<file path="config.mk">
export PLATFORM = sky130hd
export DESIGN_NAME = uart_tx_arbiter
export DESIGN_NICKNAME = d
export VERILOG_FILES = /design/src/rtl/uart_pkg.sv /design/src/rtl/rr_priority_picker.sv /design/src/rtl/uart_tx_arbiter.sv
export SDC_FILE = /design/constraint.sdc
export NUM_CORES = 1
export LEC_CHECK = 0
export ABC_AREA = 1
export CAP_MARGIN = 20
export CORE_ASPECT_RATIO = 0.7
export CORE_MARGIN = 1
export CORE_UTILIZATION = 40
export CTS_BUF_LIST = sky130_fd_sc_hd__clkbuf_4 sky130_fd_sc_hd__clkbuf_8
export DETAILED_ROUTE_END_ITERATION = 8
export GPL_TIMING_DRIVEN = 0
export HOLD_SLACK_MARGIN = 0.05
export PLACE_DENSITY = 0.83
export SKIP_CTS_REPAIR_TIMING = 1
export SYNTH_ARGS = -nofsm -noshare
export SYNTH_HDL_FRONTEND = slang
export SYNTH_SLANG_ARGS = --single-unit
</file>
<file path="constraint.sdc">
create_clock -name Clock_In -period 1.7 [get_ports Clock_In]
set_input_delay 0.255 -clock Clock_In [delete_from_list [all_inputs] [get_ports Clock_In]]
set_output_delay 0.255 -clock Clock_In [all_outputs]
set_load 0.005 [all_outputs]
</file>
<file path="src/rtl/uart_pkg.sv">
// Shared types and constants for the UART transmit arbiter.
package uart_pkg;

  localparam int UART_DATA_W     = 32;
  localparam int UART_FRAME_BITS = 35;

  typedef enum logic [1:0] {
    IDLE,
    LOAD,
    SEND,
    GAP
  } state_e;

  // Larger of two integers; used to size the shared frame/gap counter.
  function automatic int max_int(input int a, input int b);
    return (a > b) ? a : b;
  endfunction

endpackage

</file>
<file path="src/rtl/rr_priority_picker.sv">
// Combinational round-robin picker: finds the first set request at or above
// ptr, wrapping around, using a doubled request vector masked below ptr.
module rr_priority_picker #(
  parameter int N_REQ = 4,
  parameter int ID_W  = $clog2(N_REQ)
) (
  input  logic [N_REQ-1:0] req,
  input  logic [ID_W-1:0]  ptr,
  output logic [ID_W-1:0]  winner,
  output logic             valid
);

  logic [2*N_REQ-1:0] req_dbl;
  logic [2*N_REQ-1:0] mask;
  logic [2*N_REQ-1:0] masked;

  // Mask off the lower copy below ptr; the upper copy supplies the wrap-around.
  always_comb begin
    // NOTE: every output of a combinational block gets a default first, so no
    // path leaves it unassigned and no latch is inferred.
    req_dbl = {req, req};
    mask    = {(2*N_REQ){1'b1}} << ptr;
    masked  = req_dbl & mask;
    winner  = '0;
    valid   = |req;
    // Scanning downward means the lowest set bit is the last one written.
    for (int i = 2*N_REQ-1; i >= 0; i--) begin
      if (masked[i]) begin
        if (i >= N_REQ) winner = ID_W'(i - N_REQ);
        else            winner = ID_W'(i);
      end
    end
  end

endmodule

</file>
<file path="src/rtl/uart_tx_arbiter.sv">
// Round-robin arbiter sharing one UART transmitter among N_REQ requesters:
// grants, latches the winner's word, strobes the transmitter, then counts
// baud ticks through the frame and the inter-frame gap.
module uart_tx_arbiter
  import uart_pkg::*;
#(
  parameter  int N_REQ      = 4,
  parameter  int DATA_W     = UART_DATA_W,
  parameter  int FRAME_BITS = UART_FRAME_BITS,
  parameter  int GAP_TICKS  = 1,
  localparam int ID_W       = $clog2(N_REQ)
) (
  input  logic                    Clock_In,
  input  logic                    Reset,
  input  logic                    Baud_Tick,
  input  logic [N_REQ-1:0]        Req,
  input  logic [N_REQ*DATA_W-1:0] Req_Data,
  output logic [N_REQ-1:0]        Grant,
  output logic                    Tx_start,
  output logic [DATA_W-1:0]       Tx_Data,
  output logic                    Busy,
  output logic [ID_W-1:0]         Cur_Id
);

  localparam int CNT_W = $clog2(max_int(FRAME_BITS, GAP_TICKS) + 1);

  state_e             state_q,    state_d;
  logic [ID_W-1:0]    ptr_q,      ptr_d;
  logic [CNT_W-1:0]   cnt_q,      cnt_d;
  logic [N_REQ-1:0]   grant_q,    grant_d;
  logic               tx_start_q, tx_start_d;
  logic [DATA_W-1:0]  tx_data_q,  tx_data_d;
  logic [ID_W-1:0]    cur_id_q,   cur_id_d;

  logic [ID_W-1:0]    pick_id;
  logic               pick_valid;

  rr_priority_picker #(
    .N_REQ (N_REQ),
    .ID_W  (ID_W)
  ) u_picker (
    .req    (Req),
    .ptr    (ptr_q),
    .winner (pick_id),
    .valid  (pick_valid)
  );

  // Next-state, tick counter and output strobes for the grant/frame/gap cycle.
  always_comb begin
    state_d    = state_q;
    ptr_d      = ptr_q;
    cnt_d      = cnt_q;
    grant_d    = '0;
    tx_start_d = tx_start_q;
    tx_data_d  = tx_data_q;
    cur_id_d   = cur_id_q;

    unique case (state_q)
      IDLE: begin
        tx_start_d = 1'b0;
        if (pick_valid) begin
          grant_d    = N_REQ'(1) << pick_id;
          tx_data_d  = Req_Data[int'(pick_id)*DATA_W +: DATA_W];
          cur_id_d   = pick_id;
          tx_start_d = 1'b1;
          ptr_d      = (pick_id == ID_W'(N_REQ-1)) ? '0 : pick_id + ID_W'(1);
          state_d    = LOAD;
        end
      end
      // The first tick seen here is the start bit; it may arrive immediately.
      LOAD: begin
        if (Baud_Tick) begin
          tx_start_d = 1'b0;
          cnt_d      = CNT_W'(FRAME_BITS - 1);
          state_d    = SEND;
        end
      end
      SEND: begin
        if (Baud_Tick) begin
          if (cnt_q == '0) begin
            cnt_d   = CNT_W'(GAP_TICKS);
            state_d = (GAP_TICKS == 0) ? IDLE : GAP;
          end else begin
            cnt_d = cnt_q - CNT_W'(1);
          end
        end
      end
      GAP: begin
        if (Baud_Tick) begin
          if (cnt_q <= CNT_W'(1)) state_d = IDLE;
          cnt_d = (cnt_q == '0) ? '0 : cnt_q - CNT_W'(1);
        end
      end
      default: state_d = IDLE;
    endcase
  end

  // State and output registers with synchronous reset; reset aborts any frame.
  always_ff @(posedge Clock_In) begin
    // NOTE: sequential state uses non-blocking assignments so every register
    // samples the pre-edge values, independent of statement order.
    if (Reset) begin
      state_q    <= IDLE;
      ptr_q      <= '0;
      cnt_q      <= '0;
      grant_q    <= '0;
      tx_start_q <= 1'b0;
      tx_data_q  <= '0;
      cur_id_q   <= '0;
    end else begin
      state_q    <= state_d;
      ptr_q      <= ptr_d;
      cnt_q      <= cnt_d;
      grant_q    <= grant_d;
      tx_start_q <= tx_start_d;
      tx_data_q  <= tx_data_d;
      cur_id_q   <= cur_id_d;
    end
  end

  assign Grant    = grant_q;
  assign Tx_start = tx_start_q;
  assign Tx_Data  = tx_data_q;
  assign Busy     = (state_q != IDLE);
  assign Cur_Id   = cur_id_q;

endmodule

</file>
==> results of run 1 <==
==> sequential cells by signal, summed over array words and instances (netlist names) <==
signal and flops:
Cur_Id 2, Tx_start 1, state_q 2, ptr_q 2, cnt_q 6, Grant 4
Tx_Data 32
==> final timing paths <==
check | startpoint | end | slack, ns
max reg2reg | state_q[1] | Tx_Data[18] | 0.07
min | Tx_Data[6] | Tx_Data[6] | 0.46
min reg2reg | Tx_Data[6] | Tx_Data[6] | 0.46
max | state_q[1] | Tx_Data[18] | 0.07
==> routing by layer <==
| layer | share of wire | track usage | wire [um] | vias up |
|---|---|---|---|---|
| li1 | - | - | - | 1992 |
| met1 | 0.42 | 0.359 | 5100 | 1863 |
| met2 | 0.48 | 0.491 | 5850 | 199 |
| met3 | 0.099 | 0.0808 | 1220 | 12 |
| met4 | 0.0096 | 0.0622 | 118 | 0 |
| met5 | 0 | 0 | 0 | - |
==> cell type report <==
class | instances | share of cell area
tap | 98 | 0.0232
buffer | 33 | 0.0462
sequential | 49 | 0.187
multi-input combinational | 383 | 0.368
clock buffer | 6 | 0.0144
inverter | 24 | 0.0182
timing repair buffer | 181 | 0.341
clock inverter | 2 | 0.00189
==> cell families (layout without fill, tap and decap cells) <==
| group | after synthesis | in the layout | synth area share |
|---|---|---|---|
| flip-flops | 49 | 49 | 0.308 |
| adder cells (fa/ha/maj) | 7 | 7 | 0.0275 |
| AND/OR/NAND/NOR | 360 | 360 | 0.534 |
| XOR/XNOR | 1 | 1 | 0.00275 |
| AO/OA/AOI/OAI | 15 | 15 | 0.0279 |
| buffers and inverters | 57 | 246 | 0.0998 |
==> worst reg2reg max path, cell delays in order (launching register included) <==
cell and delay, ns:
dfxtp_2 0.36, inv_1 0.14, ha_4 0.19, nand2_1 0.09
nor2_2 0.28, buf_2 0.30, nand3_1 0.14, nand2_1 0.08
==> cell usage after synthesis (all sizes together) <==
cell    instances
xor2            1
o211ai          1
inv            23
clkinv          1
a21oi           6
o22ai           2
nand3         169
buf            33
nand3b          1
a22oi           1
nand4           1
nor3            3
o21ai           4
dfxtp          49
nor2           22
nand2         164
o21bai          1
ha              7
==> stage by stage <==
stage | setup WS (ns) | utilization
floorplan | 0.273 | -
global placement | -0.242 | 0.672
detailed placement | -0.270 | 0.672
CTS | -0.295 | 0.683
global route | -0.0385 | 0.703
finish | 0.0744 | 0.703
==> power by group through the flow <==
stage	Clock (W)	Combinational (W)	Sequential, W
final	0.000716	0.00464	0.00195
after detailed placement	0	0.00423	0.00193
after floorplan	0	0.00245	0.00191
after CTS	0.000719	0.00425	0.00192
after global routing	0.000774	0.00507	0.00199
after global placement	0	0.00413	0.00192
==> key figures, run 1 <==
Run status
  • Status: finished clean

Timing
  • Setup violators final: 0
  • Tcrit/Tclk final: 0.956
  • Final setup TNS: 0 ns
  • Final Hold Viols: 0
  • Worst-margin pin slew: around 0.37 ns
  • Fin crit period: approximately 1.6 ns
  • Final Max Slew Viols: 0
  • Worst slew margin: 0.752
  • Clock skew: 0.00991 ns
  • FMAX: between 0.6 and 0.7 GHz
  • Unrepaired setup endpoints after global routing: true
  • Hold_ws: 0.458 ns

CTS
  • Max clock buf depth: 2
  • CTS Root Cell: clkbuf_8
  • CTS tree: yes
  • Worst-path clk slew: around 0.10 ns
  • H-tree Lvls: 2
  • Cts bufs inserted: 5
  • Sink Count: a little under 50
  • Clock Latency Late Sink: between 0.3 and 0.4 ns

Global route
  • Pin count of the biggest net entering global routing: 15
  • First-pass GRT wire length: around 19,000 um
  • Vias in the first global route: 3,901
  • Total track usage: 0.288
  • Initial antenna violation count: 0
  • Gr ovfl total: 0

Finish
  • Filler cell count: between 600 and 700
  • P&R area growth vs syn: 66.0%
  • Post-Layout Cell Count: between 700 and 800
  • Storage element area: roughly 990 um^2
  • Antenna diode count: 0
  • Nets@finish: 819
  • Layout cells sized above 1: 0.142
  • Commonest non-fill, non-tap cell in the layout: clkdlybuf4s50_1
  • Design Area, Final: roughly 0.0053 mm^2
  • Multi-input logic area: between 0.0015 and 0.002 mm^2
  • Most frequent cells in the layout: clkdlybuf4s50_1, nand2_1, nand3_1, dfxtp_1, nand3_2

Route
  • Vias: ~4,100
  • DR WL/cell: 15.8 um
  • Antenna-violating nets left: 0
  • DR iter-0 viols: approximately 290
  • Pre-antenna DRT Iters: 5
  • Total Wirelength: around 12,000 um
  • Routed vias/inst: 5.24
  • DR DRC count: 0

Power and ir drop
  • Pint: roughly 0.004 W
  • P_sw: between 0.003 and 0.004 W
  • Total power: between 0.007 and 0.008 W
  • Sw Ratio: 0.437
  • Register share of total power: 0.267
  • Power Dens Cells: between 1000 and 1500 mW/mm^2
  • VDD IR-drop max: ~0.8 mV
  • Clock power share: 0.098
  • Comb pwr share: 0.635
  • Static Leakage: between 2 and 2.5 nW

Floorplanning
  • Site Rows: 26
  • Die Ht: roughly 77 um
  • Die X: 109 um
  • Starting Density: 0.424
  • Die ar.: 0.00833 mm^2
  • Top Ports: 175
  • Core area: roughly 0.0075 mm^2

Logic synthesis
  • Sequential share of the synthesized area: 0.308
  • Syn Area/Cell: 6.51 um^2
  • Synth area leader: dfxtp_1
  • Yosys cell types: 27
  • Synth area leaders: dfxtp_1, nand3_1, nand2_1
  • Synthesis warning total: 0
  • Synth top area share: 0.308
  • Post-synthesis cell area: ~0.0032 mm^2
  • Post-Synthesis Cells: 489
  • Net count after synthesis: 631
  • Yosys reg bits: 49

Setup path
  • CP required: 1.96 ns
  • Bufs and invs on worst path: 2
  • Crit-path max FO: 10
  • CP Class: reg -> reg
  • Worst path cell trace: inv_1, ha_4, nand2_1, nor2_2, buf_2, nand3_1, nand2_1
  • WP data arrival: 1.89 ns
  • Worst path top cell family by delay: simple AND/OR/NAND/NOR gates
  • Largest stage delay, worst path: about 0.36 ns
  • CP startpoint kind: flop
  • Endpoint class of the critical path: flop
  • Worst path depth: 7
  • Crit path max-delay cell type: dfxtp_2
  • Most frequent cell on the critical path: nand2_1
  • Cells on worst reg2reg path: 7

Place
  • RePlAce Congestion: approximately 0.88
  • Placed cell count: around 760
  • Detailed placer's ending HPWL: 9210 um
  • IO Port Bufs: roughly 170
  • Placed standard-cell area: roughly 0.0050 mm^2

Min path
  • Min-Delay Path Class: reg -> reg
  • Worst hold path stage count: 2

Flow run
  • Max Cap Violations: 0
Note: power is estimated with default switching activity, not from simulation.
==> inputs of run 2 (changes only) <==
CAP_MARGIN = default   (was 20)
CORE_ASPECT_RATIO = 2   (was 0.7)
==> run 2 against run 1 <==
  * Worst hold slack gained 0.0015 ns
  * Clock skew shrank 0.0043 ns
  * Non-clock buffer count down 3
  * Via count rose by 0.15%
  * Sequential share of layout area up 0.14 points
  * Critical path depth is 2 higher
==> key figures, run 2 (same netlist as run 1, synthesis figures left out) <==
Finish
  • P&R area growth vs syn: 64.4%
  • Layout cells sized above 1: 0.129
  • Most frequent cells in the layout: clkdlybuf4s50_1, nand2_1, nand3_1, dfxtp_1, nand3_2
  • Storage element area: 983 um^2
  • Antenna diode count: 0
  • Filler cell count: 719
  • Max reg flops: 32
  • Nets@finish: 816
  • Multi-input logic area: approximately 0.0019 mm^2
  • Commonest non-fill, non-tap cell in the layout: clkdlybuf4s50_1

Place
  • Pre-CTS WS: -0.341 ns
  • IO Port Bufs: between 150 and 200
  • RePlAce Congestion: roughly 0.9
  • Detailed placer's ending HPWL: 9270 um

Route
  • Total Wirelength: roughly 12,000 um
  • Antenna-violating nets left: 0
  • DR WL/cell: approximately 16 um
  • Metal2 WL: 6570 um
  • DR top layer: met4
  • Routed vias/inst: around 5.3
  • DR iter-0 viols: 237
  • DR DRC count: 0
  • Routed length on met1: roughly 4300 um
  • Pre-antenna DRT Iters: 5
  • DR WL met3: approximately 700 um
  • Vias: a little over 4,000

Timing
  • FMAX: between 0.6 and 0.7 GHz
  • Final Max Slew Viols: 0
  • Hold_ws: about 0.46 ns
  • Fin crit period: roughly 1.6 ns
  • PnR worst setup slack: between 0.08 and 0.09 ns
  • Worst slew margin: 0.786
  • Setup violators final: 0
  • Final Hold Viols: 0
  • Worst-margin pin slew: roughly 0.32 ns
  • Tcrit/Tclk final: 0.948
  • Clock skew: between 0.005 and 0.006 ns
  • Final setup TNS: 0 ns

Setup path
  • CP required: approximately 1.9 ns
  • Crit path max-delay cell type: dfxtp_1
  • Worst path top cell family by delay: simple AND/OR/NAND/NOR gates
  • Crit-path max FO: 5
  • Largest stage delay, worst path: between 0.3 and 0.4 ns
  • Worst path cell trace: inv_1, ha_1, nand4_1, nand2_1, nor2_1, nor2_2, nand2_1, nand2_1, nor2_1
  • CP startpoint kind: flop
  • Endpoint class of the critical path: flop
  • Most frequent cell on the critical path: nand2_1
  • WP data arrival: about 1.8 ns
  • Bufs and invs on worst path: 1
  • CP Class: reg -> reg

Floorplanning
  • Die ar.: approximately 0.0083 mm^2
  • Starting Density: 0.416
  • Site Rows: 45
  • Die Ht: roughly 130 um
  • Core area: 0.00766 mm^2
  • Top Ports: roughly 180
  • Die X: approximately 65 um

CTS
  • Cts bufs inserted: 5
  • Sink Count: a little under 50
  • H-tree Lvls: 2
  • Max clock buf depth: 2
  • Clock Latency Late Sink: around 0.31 ns
  • Worst-path clk slew: 0.09 ns
  • CTS Root Cell: clkbuf_8
  • CTS tree: yes

Run status
  • Status: finished clean

Global route
  • First-pass GRT wire length: 18,300 um
  • Total track usage: 0.285
  • Initial antenna violation count: 0
  • Pin count of the biggest net entering global routing: 15
  • Gr ovfl total: 0
  • Vias in the first global route: approximately 4,000

Power and ir drop
  • VDD IR-drop max: 0.991 mV
  • Power Dens Cells: roughly 1400 mW/mm^2
  • Static Leakage: 2.40 nW

Min path
  • Min-Delay Path Class: reg -> reg

Flow run
  • Max Cap Violations: 0
run 2: changes by cell type in the layout (fill, tap and decap cells not counted), sizes merged:
cell / before / now
clkinv: 2 / 1
dlymetal6s2s: 2 / 3
clkdlybuf4s50: 172 / 171
buf: 40 / 35
clkbuf: 6 / 9
run 2: cell type report:
type | count | share of cell area
buffer | 33 | 0.0449
clock buffer | 7 | 0.0184
clock inverter | 1 | 0.000956
inverter | 24 | 0.0179
multi-input combinational | 383 | 0.367
sequential | 49 | 0.188
tap | 94 | 0.0225
timing repair buffer | 178 | 0.340
run 2: final timing paths:
kind / cells past startpoint / to / slack [ns] / from
min reg2reg: 2 / Tx_Data[12] / 0.46 / Tx_Data[12]
max reg2reg: 9 / state_q[0] / 0.09 / cnt_q[0]
min: 2 / Tx_Data[12] / 0.46 / Tx_Data[12]
max: 9 / state_q[0] / 0.09 / cnt_q[0]
run 2: where the power goes:
group / switching, W / internal [W] / leakage, nW
Sequential: 0.000275 / 0.00162 / 0.405
Clock: 0.000408 / 0.000369 / 0.0542
Combinational: 0.00239 / 0.00204 / 1.94
Total: 0.00307 / 0.00403 / 2.40
run 2: tightest hold or removal path: stages, from the launching register on:
cell     delay (ns)
dfxtp_1        0.32
nand2_1        0.06
nand2_1        0.04
run 2: through the flow:
| stage | util | cell area, um^2 | total power, W | instances |
|---|---|---|---|---|
| after detailed placement | 0.659 | 5040 | 0.00616 | 757 |
| final | 0.683 | 5230 | 0.00711 | 769 |
| after global placement | 0.659 | 5040 | 0.00602 | 757 |
| after CTS | 0.672 | 5140 | 0.00695 | 765 |
| after floorplan | - | 3180 | 0.00436 | 489 |
| after global routing | 0.683 | 5230 | 0.00761 | 769 |
run 2: layer usage:
| layer | vias up | track usage |
|---|---|---|
| met2 | 195 | 0.548 |
| met3 | 43 | 0.0472 |
| met5 | - | 0 |
| met1 | 1850 | 0.282 |
| met4 | 0 | 0.145 |
| li1 | 1984 | - |
==> inputs of run 3 (changes only) <==
--- a/config.mk
+++ b/config.mk
@@ -8,2 +8,3 @@
 export ABC_AREA = 1
+export ABC_CLOCK_PERIOD_IN_PS = 1700
 export CORE_ASPECT_RATIO = 2
--- a/constraint.sdc
+++ b/constraint.sdc
@@ -3,2 +3,2 @@
 set_output_delay 0.255 -clock Clock_In [all_outputs]
-set_load 0.005 [all_outputs]
+set_load 0.05 [all_outputs]
==> run 3 against run 2 <==
  * Via count down 0.37%
  * Power rose by 18%
  * Final area rose by 1.9%
  * Critical path depth up 2
  * Largest cell class unchanged
  * Highest routed layer unchanged
==> key figures, run 3 (same netlist as run 1, synthesis figures left out) <==
CTS
  • CTS Root Cell: clkbuf_8
  • H-tree Lvls: 2
  • Worst-path clk slew: roughly 0.090 ns
  • CTS tree: yes
  • Clock Latency Late Sink: a little over 0.3 ns
  • Max clock buf depth: 2
  • Cts bufs inserted: 5
  • Sink Count: 49

Min path
  • Hold_sp: Tx_Data[29]
  • Min-Delay Path Class: reg -> reg
  • Worst hold path stage count: 2
  • Worst hold endpoint: Tx_Data[29]

Route
  • Total Wirelength: between 10,000 and 15,000 um
  • DR DRC count: 0
  • Vias: ~4,000
  • Pre-antenna DRT Iters: 5
  • Antenna-violating nets left: 0
  • DR iter-0 viols: roughly 260
  • DR WL/cell: ~16 um
  • Routed vias/inst: 5.27

Setup path
  • CP required: between 1.5 and 2 ns
  • CP Class: reg -> reg
  • Cells on worst reg2reg path: 11
  • Worst r2r src: state_q[0]
  • Reg2reg setup slack: a little over 0.09 ns
  • WP data arrival: approximately 1.9 ns
  • CP startpoint kind: flop
  • R2R Path End: cnt_q[0]
  • Crit-path max FO: 8
  • Endpoint class of the critical path: flop

Finish
  • Final core utilization: 0.697
  • Commonest non-fill, non-tap cell in the layout: nand2_1
  • Layout cells sized above 1: 0.130
  • Post-Layout Cell Count: 770
  • Filler cell count: about 700
  • Multi-input logic area: 0.00192 mm^2
  • Max reg flops: 32
  • Most frequent cells in the layout: nand2_1, nand3_1, clkdlybuf4s50_1, dfxtp_1, dlymetal6s2s_1
  • Antenna diode count: 0
  • Design Area, Final: about 0.0053 mm^2
  • P&R area growth vs syn: 67.5%
  • Nets@finish: around 820
  • Storage element area: 983 um^2

Power and ir drop
  • Static Leakage: between 3 and 4 nW
  • Power Dens Cells: 1570 mW/mm^2
  • VDD IR-drop max: 1.03 mV
  • Total power: between 0.008 and 0.009 W

Floorplanning
  • Site Rows: 45
  • Die Ht: between 100 and 150 um
  • Starting Density: 0.416
  • Core area: about 0.0077 mm^2
  • Die X: between 60 and 70 um
  • Die ar.: 0.00834 mm^2
  • Top Ports: 175

Global route
  • Total track usage: 0.285
  • Pin count of the biggest net entering global routing: 15
  • Vias in the first global route: 3,892
  • Gr ovfl total: 0
  • Initial antenna violation count: 0
  • First-pass GRT wire length: between 15,000 and 20,000 um

Flow run
  • Max Cap Violations: 0

Place
  • Placed cell count: ~760
  • Pre-CTS WS: -0.341 ns
  • RePlAce Congestion: a little over 0.9
  • IO Port Bufs: 174
  • Placed standard-cell area: between 0.005 and 0.006 mm^2
  • Detailed placer's ending HPWL: 9270 um

Timing
  • Final Hold Viols: 0
  • Worst-margin pin slew: just under 0.6 ns
  • Worst slew margin: 0.605
  • Setup violators final: 0
  • Fin crit period: approximately 1.6 ns
  • FMAX: just over 0.6 GHz
  • Tcrit/Tclk final: 0.946
  • Clock skew: between 0.004 and 0.005 ns
  • PnR worst setup slack: 0.0923 ns
  • Final Max Slew Viols: 0

Run status
  • Status: finished clean
-- run 3: cell count changes in the layout (fill, tap and decap cells not counted), sizes merged --
cell / previous run / this run
clkdlybuf4s50: 171 / 132
buf: 35 / 36
clkbuf: 9 / 10
dlymetal6s2s: 3 / 41
-- run 3: power by group --
part           internal, W  switching [W]  leakage [nW]
Combinational      0.00204        0.00368          2.55
Sequential         0.00162       0.000265         0.405
Clock             0.000369       0.000403        0.0542
-- run 3: worst max path at each step --
| stage | start | to | cells past startpoint | slack, ns |
|---|---|---|---|---|
| global placement | Req[3] | Tx_Data[21] | 9 | -0.31 |
| CTS | state_q[0] | Busy | 4 | -0.59 |
| global route | state_q[0] | cnt_q[0] | 11 | -0.08 |
| floorplan | state_q[0] | cnt_q[0] | 10 | 0.27 |
| detailed placement | Req[3] | Tx_Data[21] | 9 | -0.34 |
| finish | state_q[0] | cnt_q[0] | 11 | 0.09 |
-- run 3: layout make-up --
| class | instances | share of cell area |
|---|---|---|
| buffer | 33 | 0.0446 |
| clock buffer | 7 | 0.0181 |
| clock inverter | 1 | 0.000938 |
| inverter | 24 | 0.0176 |
| multi-input combinational | 383 | 0.360 |
| sequential | 49 | 0.184 |
| tap | 94 | 0.0220 |
| timing repair buffer | 179 | 0.352 |
-- run 3: worst max-delay path, cell delays in order (launching register included) --
cell and delay, ns:
dfxtp_2 0.36, inv_2 0.07, ha_2 0.19, inv_1 0.09, nand2_2 0.08, nor2_2 0.08
nor2_1 0.06, nor2_4 0.23, inv_2 0.07, a21oi_1 0.17, o21ai_1 0.09, inv_1 0.06
-- run 3: routing by layer --
layer / vias to the layer above / routed length [um] / GRT usage
met5: - / 0 / 0
met4: 0 / 644 / 0.145
met3: 44 / 701 / 0.0472
met2: 183 / 6630 / 0.548
met1: 1842 / 4340 / 0.282
li1: 1988 / - / -
-- run 3: metrics by stage --
stage | hold WS (ns) | setup TNS, ns
after floorplan | 0.369 | 0
after global placement | 0.437 | -9.40
after detailed placement | 0.441 | -10.71
after CTS | 0.458 | -3.25
after global routing | 0.466 | -0.158
final | 0.454 | 0
